===== config.mk =====
export PLATFORM = sky130hd
export DESIGN_NAME = fetch_unit
export DESIGN_NICKNAME = d
export VERILOG_FILES = /design/src/rtl/fetch_unit.sv
export SDC_FILE = /design/constraint.sdc
export NUM_CORES = 1
export LEC_CHECK = 0
export ABC_AREA = 1
export CAP_MARGIN = 20
export CELL_PAD_IN_SITES_DETAIL_PLACEMENT = 2
export CELL_PAD_IN_SITES_GLOBAL_PLACEMENT = 2
export CORE_MARGIN = 2
export CORE_UTILIZATION = 33
export DETAILED_ROUTE_END_ITERATION = 16
export GPL_ROUTABILITY_DRIVEN = 0
export PLACE_DENSITY = 0.92
export SLEW_MARGIN = 20
export SYNTH_ARGS = -nofsm -noshare
export SYNTH_HDL_FRONTEND = slang
export SYNTH_SLANG_ARGS = --single-unit

===== constraint.sdc =====
create_clock -name clk -period 11.25 [get_ports clk]
set_input_delay 3.375 -clock clk [delete_from_list [all_inputs] [get_ports clk]]
set_output_delay 3.375 -clock clk [all_outputs]
set_load 0.1 [all_outputs]

===== src/rtl/fetch_unit.sv =====
// RV32E instruction fetch: owns the fetch PC, issues word requests and
// buffers returned instructions for decode, flushing wrong-path work on redirect.
module fetch_unit #(
  parameter logic [31:0] RESET_PC  = 32'h0000_0000,
  parameter int          BUF_DEPTH = 2
) (
  input  logic        clk,
  input  logic        rst,
  input  logic        branch_taken,
  input  logic [31:0] branch_addr,
  output logic        imem_req,
  output logic [31:0] imem_addr,
  input  logic        imem_ready,
  input  logic        imem_rvalid,
  input  logic [31:0] imem_rdata,
  output logic        instr_valid,
  output logic [31:0] instr,
  output logic [31:0] instr_pc,
  input  logic        instr_ready
);

  localparam int AW = (BUF_DEPTH > 1) ? $clog2(BUF_DEPTH) : 1;
  localparam int CW = AW + 1;
  localparam logic [CW:0] DEPTH_U = (CW+1)'(BUF_DEPTH);

  typedef struct packed {
    logic [31:0] data;
    logic [31:0] pc;
  } ent_t;

  logic [31:0]   pc_q, pc_d;
  logic [31:0]   ipc_q [BUF_DEPTH];
  logic [AW-1:0] iwr_q, ird_q;
  logic [CW-1:0] osd_q, osd_d;
  logic [CW-1:0] drop_q, drop_d;
  ent_t          ibuf_q [BUF_DEPTH];
  logic [AW-1:0] bwr_q, brd_q;
  logic [CW-1:0] cnt_q, cnt_d;

  logic          acc, rsp, keep, pop;
  logic [CW:0]   used;

  assign used     = {1'b0, cnt_q} + {1'b0, osd_q};
  assign imem_req = !rst && (used < DEPTH_U);
  assign imem_addr = pc_q;
  assign acc      = imem_req && imem_ready;
  // A response with nothing in flight cannot belong to us.
  assign rsp      = imem_rvalid && (osd_q != '0);
  assign keep     = rsp && (drop_q == '0) && !branch_taken;

  assign instr_valid = (cnt_q != '0) && !branch_taken;
  assign instr       = ibuf_q[brd_q].data;
  assign instr_pc    = ibuf_q[brd_q].pc;
  assign pop         = instr_valid && instr_ready;

  always_comb begin
    pc_d   = pc_q;
    drop_d = drop_q;
    cnt_d  = cnt_q;
    osd_d  = osd_q + CW'(acc) - CW'(rsp);
    if (acc)
      pc_d = pc_q + 32'd4;
    if (branch_taken) begin
      pc_d   = branch_addr & 32'hFFFF_FFFC;
      // Everything still in flight after this cycle is wrong-path.
      drop_d = osd_d;
      cnt_d  = '0;
    end else begin
      if (rsp && (drop_q != '0))
        drop_d = drop_q - CW'(1);
      cnt_d = cnt_q + CW'(keep) - CW'(pop);
    end
  end

  always_ff @(posedge clk or posedge rst) begin
    if (rst) begin
      pc_q   <= RESET_PC;
      osd_q  <= '0;
      drop_q <= '0;
      cnt_q  <= '0;
      iwr_q  <= '0;
      ird_q  <= '0;
      bwr_q  <= '0;
      brd_q  <= '0;
      for (int i = 0; i < BUF_DEPTH; i++) begin
        ipc_q[i]  <= '0;
        ibuf_q[i] <= '0;
      end
    end else begin
      pc_q   <= pc_d;
      osd_q  <= osd_d;
      drop_q <= drop_d;
      cnt_q  <= cnt_d;
      if (acc) begin
        ipc_q[iwr_q] <= pc_q;
        iwr_q        <= iwr_q + AW'(1);
      end
      if (rsp)
        ird_q <= ird_q + AW'(1);
      if (branch_taken) begin
        bwr_q <= '0;
        brd_q <= '0;
      end else begin
        if (keep) begin
          ibuf_q[bwr_q] <= {imem_rdata, ipc_q[ird_q]};
          bwr_q         <= bwr_q + AW'(1);
        end
        if (pop)
          brd_q <= brd_q + AW'(1);
      end
    end
  end

  a_osd_cap: assert property (@(posedge clk) disable iff (rst)
    osd_q <= CW'(BUF_DEPTH));
  a_drop_cap: assert property (@(posedge clk) disable iff (rst)
    drop_q <= osd_q);
  a_credit: assert property (@(posedge clk) disable iff (rst)
    used <= DEPTH_U);

endmodule

==> flow_metrics.tcl <==
set metrics [dict create \
    total_number_of_nets_in_the_final_design 1460 \
    maximum_number_of_pins_on_one_net_before_global_route_repair 144 \
    report.final.slew_viol_count 0 \
    grt_antenna_before_repair 0 \
    routed-via-count 9142 \
    initial_core_util_pct 33.33 \
    die_height_um 184.6 \
    crit_path_start "branch_taken" \
    clockBufferDepth 3 \
    placed_cells_incl_taps 1796 \
    drt_wl_total_um 34850 \
    fin_worst_skew_ns 0.01076 \
    ys_ff_latch 224 \
    period_needed_ns 8.828 \
    crit_path_arrival_time_ns 5.45 \
    clock_insertion_delay_worst_skew_ns 0.53 \
    mostFrequentLayoutCells "373 x nand2_1, 223 x dfrtp_1, 161 x clkdlybuf4s50_1" \
    post_synth_instance_area_mm2 0.01076 \
    post-route-drc-count 0 \
    crit_path_start_kind "input pin" \
    fp.coreArea_mm2 0.03229 \
    tightestPinTransition_ns 1.081 \
    dpl.hpwl_um 22600 \
    post_cts_resized 0 \
    drt_pass1_iterations 4 \
    n_fill_cell 3501 \
    worst_hold_startpoint "ird_q" \
    floorplan.die.width_um 184.6 \
    n_antenna_cell 0 \
    crit_path_max_fanout 41 \
    layout_commonest_cell "nand2_1" \
    synthCells 1249 \
    overflow 0 \
    dr.first_iter.drc_count 367 \
    post-cts-setup-buffer-count 0 \
    result_of_the_run "completed" \
    rsz_0062_raised_after_global_routing "false" \
    wl_per_cell_um 18.89 \
    grt_pass1_wl_um 56810 \
    ff2ff_setup_slack_ns 8.13 \
    worstSetupEndpointType "output port" \
    grt_pass1_vias 10310 \
    register_area_mm2 0.005607 \
    r2r.worst_path.cells 9 \
    leakagePower_nw 6.186 \
    drive_above_1_share_pct 10.05 \
    cts.reportedPaths.clkPinSlew_ns 0.05 \
    cts_root_buf "clkbuf_16" \
    postSynthAreaPerCell_um2 8.615 \
    setup_tns_ns 0 \
    timing.hold.worst_endpoint "ird_q" \
    fin_crit_sh_pct 78.47 \
    cellPowerDensity_mw_per_mm2 330.9 \
    floorplan.die_area_mm2 0.03407 \
    maxCapViolCount 0 \
    cts-buffers-inserted 27 \
    clock_sink_count 224 \
    worst_ep_required_time_ns 7.88 \
    power.ir.vdd_worst_v 0.0001407 \
    finalHoldViolations 0 \
    hold_path.class "flip-flop to flip-flop" \
    r2r-end "imem_addr[8]" \
    yosys_warns 0 \
    max_freq_mhz 113.3 \
    relSlewSlack_pct 27.73 \
    track_usage_pct 20.86 \
    netlist_cell_types 34 \
    synth_sequential_area_ratio_pct 52.09 \
    final_cell_count_no_fill 1845 \
    post_drt_via_cell_ratio 4.955 \
    cts_max_level 1 \
    row_count 66 \
    cts_tree "done" \
    io_pins 168 \
    startpoint_of_the_most_critical_register_to_register_path "osd_q[0]" \
    area.growth.synth_to_final_pct 25.62 \
    buffer_ports.inserted 161 \
    timing.hold.worst_path_depth 1 \
    crit_type "input pin to output port" \
    setup-violations-final 0 \
    detail-route-antenna-nets 0 \
    multi_input_comb_area_mm2 0.004195 \
    holdBufCountCts 0 \
]
-- stage by stage --
stage	util, %	power [mW]	setup WS [ns]	cell area (um2)	hold WS (ns)
floorplan	-	2.992	1.741	10770	0.4476
global placement	38.98	3.441	2.475	12590	0.4599
detailed placement	39.04	3.566	2.393	12610	0.4736
CTS	41.84	4.517	2.398	13510	0.4819
global route	41.86	4.721	2.361	13520	0.4992
finish	41.86	4.473	2.422	13520	0.4739
-- where the power goes --
group / switching (mW) / internal [mW] / leakage (nW)
clock network: 0.350 / 0.541 / 0.453
logic: 1.64 / 0.579 / 2.88
registers: 0.224 / 1.14 / 2.85
-- worst max-delay path: stages --
cell	delay (ns)
clkdlybuf4s50_1	0.40
buf_4	0.27
nor2_1	0.22
clkdlybuf4s50_1	1.17
-- logic make-up after synthesis --
family,count (synthesis),synth area share [%]
fa+ha+maj,7,0.8837
flops,224,52.09
other cells,1,0.03485
simple gates,481,18.10
buf+inv,216,9.070
xor+xnor,12,0.9767
compound gates,246,12.35
mux,62,6.488
-- state kept, by name (all words and copies together) (netlist names) --
register   count
bwr_q          1
ibuf_q       124
drop_q         2
osd_q          2
ird_q          1
ipc_q         60
imem_addr     30
iwr_q          1
brd_q          1
cnt_q          2
-- how the worst max path moves through the flow --
| stage | endpoint | slack [ns] | depth (start not counted) |
|---|---|---|---|
| after CTS | instr_valid | 2.40 | 4 |
| final | instr_valid | 2.42 | 4 |
| after floorplan | brd_q | 1.74 | 1 |
| after global routing | instr_valid | 2.36 | 4 |
| after detailed placement | instr_valid | 2.39 | 4 |
| after global placement | instr_valid | 2.48 | 4 |
-- synth_stat cells, drive strengths merged --
cell | number | area share, %
conb | 1 | 0.035
inv | 149 | 5.2
nand4 | 1 | 0.058
o211ai | 3 | 0.21
clkbuf | 18 | 0.64
and2 | 1 | 0.058
nand3 | 52 | 2.4
mux2 | 62 | 6.5
fa | 1 | 0.19
nor3 | 1 | 0.15
o21a | 21 | 1.5
dfrtp | 224 | 52
o21bai | 4 | 0.28
xor2 | 5 | 0.41
xnor2 | 7 | 0.57
a21oi | 2 | 0.093
a31oi | 1 | 0.058
nor2 | 47 | 2.0
buf | 49 | 3.2
nand2 | 379 | 13
ha | 6 | 0.70
o21ai | 215 | 10
-- routing by layer --
metal / up-vias / routed length, um / global-route usage (%)
met2: 195 / 17370 / 36.38
li1: 4237 / - / -
met1: 4661 / 15600 / 27.53
met5: - / 0 / 0
met4: 0 / 755 / 5.376
met3: 49 / 1126 / 2.351
-- layout make-up --
cell class / instances / area share, %
clock buffers: 37 / 5.647
flip-flops and latches: 224 / 41.48
repair buffers: 169 / 12.49
inverters: 149 / 4.230
well taps: 442 / 4.091
clock inverters: 12 / 1.027
multi-input cells: 812 / 31.04
Note: power is estimated with default switching activity, not from simulation.
